File: src/rtl/flag_branch_unit_pkg.sv
// Shared types and constants for the flag/branch resolution slice.
package flag_branch_unit_pkg;

   // Condition-code field width used by decode and branch resolution.
   localparam int unsigned COND_W = 4;

   localparam logic [COND_W-1:0] COND_EQ     = 4'd0;
   localparam logic [COND_W-1:0] COND_NE     = 4'd1;
   localparam logic [COND_W-1:0] COND_LT     = 4'd2;
   localparam logic [COND_W-1:0] COND_GE     = 4'd3;
   localparam logic [COND_W-1:0] COND_GT     = 4'd4;
   localparam logic [COND_W-1:0] COND_LE     = 4'd5;
   localparam logic [COND_W-1:0] COND_LTU    = 4'd6;
   localparam logic [COND_W-1:0] COND_GEU    = 4'd7;
   localparam logic [COND_W-1:0] COND_NEG    = 4'd8;
   localparam logic [COND_W-1:0] COND_POS    = 4'd9;
   localparam logic [COND_W-1:0] COND_OV     = 4'd10;
   localparam logic [COND_W-1:0] COND_NOV    = 4'd11;
   localparam logic [COND_W-1:0] COND_ALWAYS = 4'd12;
   localparam logic [COND_W-1:0] COND_NEVER  = 4'd13;

   // Bit order matches the write mask: [0]=CF, [1]=ZF, [2]=SF, [3]=OF.
   typedef struct packed {
      logic of_f;
      logic sf;
      logic zf;
      logic cf;
   } FLAGS_t;

endpackage

File: src/rtl/flag_branch_unit_cond_eval.sv
// Combinational condition-code evaluation against a flags value.
module flag_branch_unit_cond_eval
   import flag_branch_unit_pkg::*;
(
   input  FLAGS_t            flags,
   input  logic [COND_W-1:0] cond,
   output logic              taken
);

   logic lt;
   assign lt = flags.sf ^ flags.of_f;

   // Decode the condition code; 13..15 all mean never.
   always_comb begin
      taken = 1'b0;
      unique case (cond)
         COND_EQ:     taken = flags.zf;
         COND_NE:     taken = ~flags.zf;
         COND_LT:     taken = lt;
         COND_GE:     taken = ~lt;
         COND_GT:     taken = ~flags.zf & ~lt;
         COND_LE:     taken = flags.zf | lt;
         COND_LTU:    taken = flags.cf;
         COND_GEU:    taken = ~flags.cf;
         COND_NEG:    taken = flags.sf;
         COND_POS:    taken = ~flags.sf;
         COND_OV:     taken = flags.of_f;
         COND_NOV:    taken = ~flags.of_f;
         COND_ALWAYS: taken = 1'b1;
         default:     taken = 1'b0;
      endcase
   end

endmodule

File: src/rtl/flag_branch_unit.sv
// Architectural flags register, in-flight flag-writer tracking and branch resolution.
module flag_branch_unit
   import flag_branch_unit_pkg::*;
#(
   parameter int unsigned MAX_PENDING = 3
) (
   input  logic              clk,
   input  logic              rst,
   input  logic              flush,
   input  logic              flag_issue,
   output logic              issue_ready,
   input  logic              flag_wr_valid,
   input  FLAGS_t            flag_wr,
   input  logic [3:0]        flag_wr_mask,
   input  logic              br_valid,
   output logic              br_ready,
   input  logic [COND_W-1:0] br_cond,
   input  logic [31:0]       br_target,
   output logic              res_valid,
   input  logic              res_ready,
   output logic              res_taken,
   output logic [31:0]       res_target,
   output FLAGS_t            flags_q
);

   localparam int unsigned PW = $clog2(MAX_PENDING + 1);

   typedef enum logic [1:0] {IDLE, WAIT, RESP} state_t;

   state_t            state;
   logic [PW-1:0]     pending;
   logic [COND_W-1:0] cond_q;
   logic [31:0]       target_q;
   logic [COND_W-1:0] cond_sel;
   logic              taken;
   logic              issue_ok;
   logic              flags_settled;

   assign br_ready      = (state == IDLE);
   assign issue_ready   = (pending != PW'(MAX_PENDING)) && (state == IDLE);
   assign issue_ok      = flag_issue & issue_ready;
   // No older writer outstanding and nothing landing this cycle: flags_q is final.
   assign flags_settled = (pending == '0) && !flag_wr_valid;
   // In IDLE the incoming request is evaluated directly; otherwise the held one.
   assign cond_sel      = (state == IDLE) ? br_cond : cond_q;

   flag_branch_unit_cond_eval u_cond_eval (
      .flags (flags_q),
      .cond  (cond_sel),
      .taken (taken)
   );

   // Masked field-wise flag writeback; flush leaves the flags intact.
   always_ff @(posedge clk) begin
      if (rst) begin
         flags_q <= '0;
      end else if (flag_wr_valid) begin
         flags_q <= FLAGS_t'((flags_q & ~flag_wr_mask) | (flag_wr & flag_wr_mask));
      end
   end

   // In-flight flag writer count, saturating at zero.
   always_ff @(posedge clk) begin
      if (rst || flush) begin
         pending <= '0;
      end else if (issue_ok && !flag_wr_valid) begin
         pending <= pending + 1'b1;
      end else if (!issue_ok && flag_wr_valid && (pending != '0)) begin
         pending <= pending - 1'b1;
      end
   end

   // Branch hold/evaluate/respond FSM with registered result outputs.
   always_ff @(posedge clk) begin
      if (rst) begin
         state      <= IDLE;
         cond_q     <= '0;
         target_q   <= '0;
         res_valid  <= 1'b0;
         res_taken  <= 1'b0;
         res_target <= '0;
      end else if (flush) begin
         state     <= IDLE;
         res_valid <= 1'b0;
      end else begin
         unique case (state)
            IDLE: begin
               if (br_valid) begin
                  cond_q   <= br_cond;
                  target_q <= br_target;
                  if (flags_settled) begin
                     res_taken  <= taken;
                     res_target <= br_target;
                     res_valid  <= 1'b1;
                     state      <= RESP;
                  end else begin
                     state <= WAIT;
                  end
               end
            end
            WAIT: begin
               if (flags_settled) begin
                  res_taken  <= taken;
                  res_target <= target_q;
                  res_valid  <= 1'b1;
                  state      <= RESP;
               end
            end
            RESP: begin
               if (res_ready) begin
                  res_valid <= 1'b0;
                  state     <= IDLE;
               end
            end
            default: state <= IDLE;
         endcase
      end
   end

endmodule

File: config.mk
export PLATFORM = sky130hd
export DESIGN_NAME = flag_branch_unit
export DESIGN_NICKNAME = d
export VERILOG_FILES = /design/src/rtl/flag_branch_unit_pkg.sv /design/src/rtl/flag_branch_unit_cond_eval.sv /design/src/rtl/flag_branch_unit.sv
export SDC_FILE = /design/constraint.sdc
export NUM_CORES = 1
export LEC_CHECK = 0
export ABC_CLOCK_PERIOD_IN_PS = 5600
export CELL_PAD_IN_SITES_DETAIL_PLACEMENT = 2
export CELL_PAD_IN_SITES_GLOBAL_PLACEMENT = 2
export CORE_MARGIN = 5
export CORE_UTILIZATION = 40
export DETAILED_ROUTE_END_ITERATION = 10
export DONT_BUFFER_PORTS = 1
export HOLD_SLACK_MARGIN = 0.06
export PLACE_DENSITY = 0.8
export SYNTH_ARGS = -nofsm -noshare
export SYNTH_HDL_FRONTEND = slang
export SYNTH_HIERARCHICAL = 1
export SYNTH_SLANG_ARGS = --single-unit
File: constraint.sdc
create_clock -name clk -period 5.6 [get_ports clk]
set_input_delay 1.4 -clock clk [delete_from_list [all_inputs] [get_ports clk]]
set_output_delay 1.4 -clock clk [all_outputs]
set_load 0.03 [all_outputs]
==> results.toml, run 1 <==
[pwr]
sequentialPowerShare_pct = 54.6
p_per_area_mw_per_mm2 = 311
leakagePower_nw = 1.40
vdd_drop_max_v = 0.0000989
p_clk_share_pct = 34.3
power.internal_mw = 0.821
combPwrFrac_pct = 11.1
switching_share_pct = 29.3
p_sw_mw = 0.340
power.total_mw = 1.16

[die]
die_w_um = 105
ioPinCount = 91
die_y_um = 105
rows = 34
start_util_pct = 41.4
core_area_sq_mm = 0.00876
die_area_sq_mm = 0.0111

[flow_run]
cap_violations = 0

[min_path]
hold_end = "target_q[10]"
hp-start = "target_q[10]"
holdCritPathClass = "flop to flop"
hold_path_depth = 2

[grt]
grt_pass1_wl_um = 16900
grt_max_degree = 75
grt.overflow.total = 0
grt_use_total_pct = 18.7
grt_pass1_vias = 3269
antenna_found_initial = 0

[cts]
path_clk_slew_ps = 80
cts_buffer_depth = 2
clock-sinks = 78
htree_num_levels = 3
cts_buffers = 9
hold_buffers = 0
clk_latency_ps = 340
tritoncts = "yes"
postCtsResizedCells = 0
cts-root-buf = "clkbuf_8"
post_cts_buffers = 0

[sta]
setup_viol = 0
slew_viol_final = 0
setup_tns_ps = 0
max_freq_ghz = 0.328
period_needed_ps = 3050
fin_ws_ps = 2550
skew_ps = 8.49
finalHoldViolCount = 0
min_period_over_period_pct = 54.5
rsz0062_at_grt = "false"
worst_pin_slew_ps = 1210
slew_headroom_pct = 19.2
holdWs_ps = 458

[route]
drtAntennaViolNets = 0
drc = 0
drtIter0Drc = 53
drt-pass1-iter-count = 4
via_count = 2940
wl_um = 10400
wl_per_cell_um = 21.2
routed_via_density = 6.00

[critical_path]
reg2regPathDepth = 9
critical_path.slowest_cell = "a211oi_1"
crit_required_ps = 4200
endpoint_kind = "output pin"
path_cells = "a211oi_1"
start_kind = "flop"
critPathMaxFanout = 12
r2r-end = "res_taken"
slowest_delay_ps = 870
r2r_slack_ps = 2720
crit_type = "flop to output pin"
critPathBufInv = 0
critical_path_arrival_ps = 1650
reg2reg_from = "state[0]"
cp_top_family = "compound AO/OA/AOI/OAI gates"

[cells_and_area]
drive_gt1_share_pct = 11.8
area_delta_synth_final_pct = 2.65
nets = 428
final_core_util_pct = 42.5
n_fill_cell = 968
regArea_sq_mm = 0.00156
antennaDiodeCount = 0
multi_input_area_sq_mm = 0.00180

[logic_synthesis]
syn_area_sq_mm = 0.00363
yosysWarnings = 6
syn_inst = 399
synthFlopType = "dfxtp_1"
postSynthAreaPerCell_sq_um = 9.10
synth_nets = 450
synth-seq-area-share_pct = 43.0
synth_edf_count = 0
synth_top_area_share_pct = 43.0
synth_area_leader_cell = "dfxtp_1"
synth_cell_types = 48
ys_async_sr_fraction_pct = 0
ys_seq_elements = 78
synthTopCellsByArea = "dfxtp_1 43%, mux2i_1 9.4%, nand2_1 8.6%"

[placement]
dpl_worst_slack_ps = 2600
place_congestion = 0.745
port_buffers = 0
place_hpwl_um = 6790

[run_status]
status = "complete, no violations"
layout by cell type, fill, tap and decap left out, types with 2 or more instances in the layout:
cell type,instances
mux2_2,4
mux2i_1,34
inv_1,4
nand2_1,83
nor2b_1,2
clkbuf_8,11
buf_4,4
nand3_1,4
nor3_4,2
dfxtp_1,78
a21oi_2,11
a31oi_1,32
nor2_1,3
nor4b_1,2
nor3b_1,2
o21ai_0,2
a211oi_1,37
a21oi_1,37
area by class of cell:
cell class	count	share of cell area, %
timing repair buffer	4	0.806
clock buffer	12	4.16
tap	108	3.63
sequential	78	41.9
inverter	4	0.403
multi-input combinational	280	48.3
clock inverter	4	0.806
logic make-up (layout without fill, tap and decap cells):
| group | Yosys count | after routing | share of synthesized area [%] |
|---|---|---|---|
| AOI/OAI and AO/OA | 127 | 127 | 23.1 |
| xor gates and xnor gates | 2 | 2 | 0.483 |
| buffers and inverters | 41 | 24 | 7.62 |
| DFF | 78 | 78 | 43.0 |
| muxes | 38 | 38 | 10.6 |
| and+or+nand+nor | 113 | 113 | 15.2 |
synth_stat cells, drive strengths merged (2+ instances only):
cell type,n
nand2,83
dfxtp,78
a21oi,48
a211oi,37
mux2i,34
a31oi,32
buf,26
clkbuf,11
inv,4
mux2,4
nand3,4
nor3,4
nor2,3
nor4b,3
o21ai,3
nor2b,2
nor3b,2
flip-flops by register name (all words and copies together), names as in the netlist, named ones only:
register	count
pending	2
target_q	32
res_target	32
cond_q	4
state	2
res_valid	1
res_taken	1
power by group through the flow:
| stage | combinational [mW] | sequential [mW] | clock [mW] |
|---|---|---|---|
| after floorplan | 0.124 | 0.639 | 0 |
| after global placement | 0.123 | 0.646 | 0 |
| after detailed placement | 0.130 | 0.648 | 0 |
| after CTS | 0.131 | 0.635 | 0.420 |
| after global routing | 0.143 | 0.639 | 0.442 |
| final | 0.128 | 0.634 | 0.398 |
per-layer routing:
metal  global-route usage, %  wire length (um)  vias to the layer above
li1                        -                 -                     1391
met1                    20.8              4220                     1482
met2                    33.5              5310                       59
met3                    6.11               748                        8
met4                    6.12               100                        0
met5                       0                 0                        -
how the worst max path moves through the flow:
stage	startpoint	to	slack (ps)	cells after the start
after global routing	state[1]	issue_ready	2480	1
final	state[1]	issue_ready	2550	1
after CTS	state[1]	issue_ready	2510	1
after global placement	flag_wr_valid	res_target[21]	2670	4
after detailed placement	flush	cond_q[2]	2600	4
after floorplan	br_cond[2]	res_taken	2900	9
metrics by stage:
step	instances	cell area, sq um
after global placement	474	3540
after CTS	490	3730
final	490	3730
after floorplan	399	3630
after detailed placement	474	3540
after global routing	490	3730
worst min-delay path, delay by kind of cell, from the launching register on:
family / cells / cell delay (ps)
compound gates: 1 / 50
simple gates: 1 / 50
flops: 1 / 320
No activity file was read; power rests on OpenSTA's default activity.
==> inputs of run 2 (changes only) <==
--- a/config.mk
+++ b/config.mk
@@ -5,15 +5,15 @@
 export SDC_FILE = /design/constraint.sdc
 export NUM_CORES = 1
 export LEC_CHECK = 0
-export ABC_CLOCK_PERIOD_IN_PS = 5600
+export ABC_CLOCK_PERIOD_IN_PS = 2800
 export CELL_PAD_IN_SITES_DETAIL_PLACEMENT = 2
 export CELL_PAD_IN_SITES_GLOBAL_PLACEMENT = 2
 export CORE_MARGIN = 5
-export CORE_UTILIZATION = 40
+export CORE_UTILIZATION = 34
 export DETAILED_ROUTE_END_ITERATION = 10
 export DONT_BUFFER_PORTS = 1
 export HOLD_SLACK_MARGIN = 0.06
-export PLACE_DENSITY = 0.8
+export PLACE_DENSITY = 0.72
 export SYNTH_ARGS = -nofsm -noshare
 export SYNTH_HDL_FRONTEND = slang
 export SYNTH_HIERARCHICAL = 1
==> constraint.sdc (replaced) <==
create_clock -name clk -period 2.8 [get_ports clk]
set_input_delay 0.7 -clock clk [delete_from_list [all_inputs] [get_ports clk]]
set_output_delay 0.7 -clock clk [all_outputs]
set_load 0.03 [all_outputs]
==> run 2 against run 1 <==
First-iteration DRC count rose by 92%. Critical endpoint is now res_taken. Combinational power rose by 110%. Highest routed layer unchanged. Die area grew 16%. Total power rose by 110%. Largest cell class unchanged. Critical path depth increased by 8. Sequential power grew 100%.
==> results.toml, run 2 (synthesis gave the netlist of run 1 again) <==
[cts]
cts-root-buf = "clkbuf_8"
clock-sinks = 78
path_clk_slew_ps = 80
tritoncts = "yes"
postCtsResizedCells = 0
htree_num_levels = 3
clk_latency_ps = 350
hold_buffers = 0
cts_buffer_depth = 2
cts_buffers = 9
post_cts_buffers = 0

[route]
drtAntennaViolNets = 0
drt-pass1-iter-count = 4
drc = 0
wl_per_cell_um = 20.6
wl_um = 10700
routed_via_density = 5.69
via_count = 2970
drtIter0Drc = 102

[critical_path]
r2r-end = "res_taken"
endpoint_kind = "flop"
r2r_slack_ps = 390
reg2reg_from = "state[1]"
setup.worst_path.start = "state[1]"
critical_path_arrival_ps = 2700
crit_type = "flop to flop"
crit_required_ps = 3090
critPathMaxFanout = 12
start_kind = "flop"
reg2regPathDepth = 9

[sta]
period_needed_ps = 2410
slew_headroom_pct = 38.8
finalHoldViolCount = 0
setup_viol = 0
fin_ws_ps = 394
rsz0062_at_grt = "false"
slew_viol_final = 0
min_period_over_period_pct = 85.9
worst_pin_slew_ps = 917
skew_ps = 8.87
max_freq_ghz = 0.416
setup_tns_ps = 0

[pwr]
p_per_area_mw_per_mm2 = 628
vdd_drop_max_v = 0.000238
p_sw_mw = 0.682
power.internal_mw = 1.73
switching_share_pct = 28.3
p_clk_share_pct = 36.4
leakagePower_nw = 1.45
combPwrFrac_pct = 11.0
sequentialPowerShare_pct = 52.6

[grt]
grt.overflow.total = 0
grt_pass1_wl_um = 17600
grt_pass1_vias = 3324
grt_use_total_pct = 17.3
antenna_found_initial = 0
grt_max_degree = 75

[min_path]
holdCritPathClass = "primary input to flop"
hp-start = "rst"
hold_path_depth = 1

[flow_run]
cap_violations = 0

[die]
rows = 37
start_util_pct = 35.0
die_area_sq_mm = 0.0128
die_y_um = 113
die_w_um = 113
core_area_sq_mm = 0.0104
ioPinCount = 91

[cells_and_area]
layout_common_cells = "83 x nand2_1, 78 x dfxtp_1, 37 x a211oi_1, 37 x a21oi_1, 34 x mux2i_1"
fin_cells = 522
drive_gt1_share_pct = 12.7
antennaDiodeCount = 0
nets = 433
n_fill_cell = 1162
reg_top3 = "res_target: 32 flops, target_q: 32 flops, cond_q: 4 flops"
final_common_cell = "nand2_1"
area_delta_synth_final_pct = 5.72

[placement]
dpl_worst_slack_ps = 403
port_buffers = 0
dp_cells = 507
place_hpwl_um = 6920
place_congestion = 0.777

[run_status]
status = "complete, no violations"
## run 2: changes by cell type in the layout (fill, tap and decap cells not counted)
cell / before / now
clkinvlp_4: 1 / 0
inv_6: 1 / 0
bufinv_16: 0 / 1
buf_12: 0 / 2
buf_4: 4 / 7
## run 2: metal layers
| layer | vias to the layer above | part of all wire [%] | wire [um] | track usage [%] |
|---|---|---|---|---|
| met5 | - | 0 | 0 | 0 |
| met2 | 65 | 49 | 5230 | 29.4 |
| met1 | 1484 | 42 | 4500 | 20.2 |
| met4 | 0 | 1.5 | 159 | 6.01 |
| met3 | 13 | 7.9 | 847 | 6.15 |
| li1 | 1408 | - | - | - |
## run 2: area by class of cell
cell class | count | area [sq um] | share of cell area [%]
multi-input cells | 280 | 1800 | 46.9
flip-flops and latches | 78 | 1560 | 40.7
well taps | 136 | 170 | 4.43
clock buffers | 12 | 155 | 4.04
repair buffers | 9 | 92.6 | 2.41
clock inverters | 3 | 43.8 | 1.14
inverters | 4 | 15.0 | 0.391
## run 2: power by group through the flow
stage / sequential, mW / clock, mW / combinational, mW
6_report: 1.27 / 0.877 / 0.266
5_1_grt: 1.28 / 0.950 / 0.301
2_1_floorplan: 1.28 / 0 / 0.247
3_3_place_gp: 1.29 / 0 / 0.256
4_1_cts: 1.27 / 0.914 / 0.273
3_5_place_dp: 1.30 / 0 / 0.271
## run 2: metrics by stage
| step | power (mW) | util [%] | hold slack, ps | instance area, sq um |
|---|---|---|---|---|
| after floorplan | 1.53 | - | 434 | 3630 |
| after global placement | 1.55 | 35.1 | 435 | 3640 |
| after detailed placement | 1.57 | 35.1 | 447 | 3640 |
| after CTS | 2.46 | 37.0 | 385 | 3840 |
| after global routing | 2.53 | 37.0 | 376 | 3840 |
| final | 2.41 | 37.0 | 403 | 3840 |
## run 2: worst max-delay path by stage
stage,to,slack (ps)
floorplan,res_taken,320
global placement,res_taken,500
detailed placement,res_taken,400
CTS,res_taken,370
global route,res_taken,140
finish,res_taken,390
## run 2: critical path: stages (launching register included)
cell      delay [ps]
dfxtp_1          440
nor2_1           390
mux2_2           470
nor2b_1          160
a21oi_1          180
mux2i_1          100
o32a_1           180
o211ai_1         170
nand4_1          100
a21oi_1          160
==> inputs of run 3 (changes only) <==
--- a/config.mk
+++ b/config.mk
@@ -8,7 +8,6 @@
 export ABC_CLOCK_PERIOD_IN_PS = 2800
 export CELL_PAD_IN_SITES_DETAIL_PLACEMENT = 2
 export CELL_PAD_IN_SITES_GLOBAL_PLACEMENT = 2
-export CORE_MARGIN = 5
 export CORE_UTILIZATION = 34
 export DETAILED_ROUTE_END_ITERATION = 10
 export DONT_BUFFER_PORTS = 1
==> run 3 against run 2 <==
Utilization is 0.24 points higher. Global-route usage is 1.9 points higher. Clock power is 4.2% higher. Total power is 1.5% higher. Setup slack better by 44 ps. Critical endpoint unchanged.
==> results.toml, run 3 (synthesis gave the netlist of run 1 again) <==
[flow_run]
cap_violations = 0

[route]
drtAntennaViolNets = 0
routed_via_density = 5.69
drtIter0Drc = 88
drt-pass1-iter-count = 4
wl_per_cell_um = 19.6
wl_um = 10200
via_count = 2979
drc = 0

[cts]
cts_buffer_depth = 2
hold_buffers = 0
post_cts_buffers = 0
clock-sinks = 78
cts_buffers = 9
cts-root-buf = "clkbuf_8"
postCtsResizedCells = 0
path_clk_slew_ps = 90
htree_num_levels = 3
clk_latency_ps = 350
tritoncts = "yes"

[run_status]
status = "complete, no violations"

[pwr]
p_per_area_mw_per_mm2 = 636
vdd_drop_max_v = 0.000261
leakagePower_nw = 1.44

[critical_path]
crit_type = "flop to flop"
reg2regPathDepth = 9
critPathMaxFanout = 12
r2r-end = "res_taken"
crit_required_ps = 3090
endpoint_kind = "flop"
critical_path_arrival_ps = 2650
start_kind = "flop"
r2r_slack_ps = 440
reg2reg_from = "state[0]"

[die]
die_y_um = 105
core_area_sq_mm = 0.0103
rows = 37
die_w_um = 105
start_util_pct = 35.2
ioPinCount = 91
die_area_sq_mm = 0.0111

[grt]
met2_usage_pct = 33.1
grt_pass1_wl_um = 16800
gr-usage-met1_pct = 23.1
grt_use_met3_pct = 5.57
grt_max_degree = 75
top_usage_layer = "met2"
grt_pass1_vias = 3217
grt.overflow.total = 0
grt_use_total_pct = 19.2
antenna_found_initial = 0

[cells_and_area]
area_delta_synth_final_pct = 5.93
nets = 434
final_common_cell = "nand2_1"
antennaDiodeCount = 0
layout_common_cells = "83 x nand2_1, 78 x dfxtp_1, 37 x a211oi_1, 37 x a21oi_1, 34 x mux2i_1"
drive_gt1_share_pct = 13.4
reg_top3 = "res_target: 32 flops, target_q: 32 flops, cond_q: 4 flops"
n_fill_cell = 1132
final_core_util_pct = 37.3

[min_path]
hold_end = "target_q[21]"
hold_path_depth = 1
hp-start = "rst"
holdCritPathClass = "primary input to flop"

[sta]
setup_tns_ps = 0
fin_ws_ps = 438
skew_ps = 16.5
max_freq_ghz = 0.423
rsz0062_at_grt = "false"
holdWs_ps = 408
slew_viol_final = 0
period_needed_ps = 2360
finalHoldViolCount = 0
min_period_over_period_pct = 84.3
setup_viol = 0
slew_headroom_pct = 36.8
worst_pin_slew_ps = 948

[placement]
dpl_worst_slack_ps = 421
port_buffers = 0
place_hpwl_um = 6600
place_congestion = 0.715
run 3: changes by cell type in the layout (fill, tap and decap cells not counted), sizes merged:
cell	previous run	this run
buf	9	10
clkbuf	12	9
clkinv	2	0
clkinvlp	0	2
inv	4	8
run 3: critical path, cell delays in order, from the launching register on:
cell      delay [ps]
dfxtp_1          440
nor2_1           380
mux2_2           470
nor2b_1          160
a21oi_1          160
mux2i_1           90
o32a_1           180
o211ai_1         170
nand4_1          100
a21oi_1          160
run 3: layer usage:
metal / vias to the layer above / share of wire (%)
li1: 1410 / -
met1: 1498 / 44
met2: 63 / 49
met3: 8 / 6.4
met4: 0 / 0.87
met5: - / 0
run 3: worst max path at each step:
stage,from,to,slack (ps)
finish,state[0],res_taken,440
global route,state[0],res_taken,210
CTS,state[0],res_taken,430
detailed placement,state[0],res_taken,420
global placement,state[0],res_taken,550
floorplan,state[0],res_taken,320
run 3: report_power, final:
part | internal, mW | switching [mW] | total, mW
clock | 0.434 | 0.480 | 0.914
combinational | 0.109 | 0.158 | 0.267
sequential | 1.17 | 0.101 | 1.27
run 3: through the flow:
stage          power, mW  instance area, sq um  instances
2_1_floorplan       1.53                  3630        399
3_3_place_gp        1.55                  3630        508
3_5_place_dp        1.56                  3630        508
4_1_cts             2.50                  3850        524
5_1_grt             2.57                  3850        524
6_report            2.45                  3850        524
run 3: final cells by class:
| class | instances | area [sq um] | share of cell area (%) |
|---|---|---|---|
| Clock buffer | 9 | 124 | 3.22 |
| Sequential cell | 78 | 1560 | 40.6 |
| Tap cell | 136 | 170 | 4.42 |
| Multi-Input combinational cell | 280 | 1800 | 46.8 |
| Clock inverter | 7 | 87.6 | 2.28 |
| Timing Repair Buffer | 10 | 87.6 | 2.28 |
| Inverter | 4 | 15.0 | 0.390 |
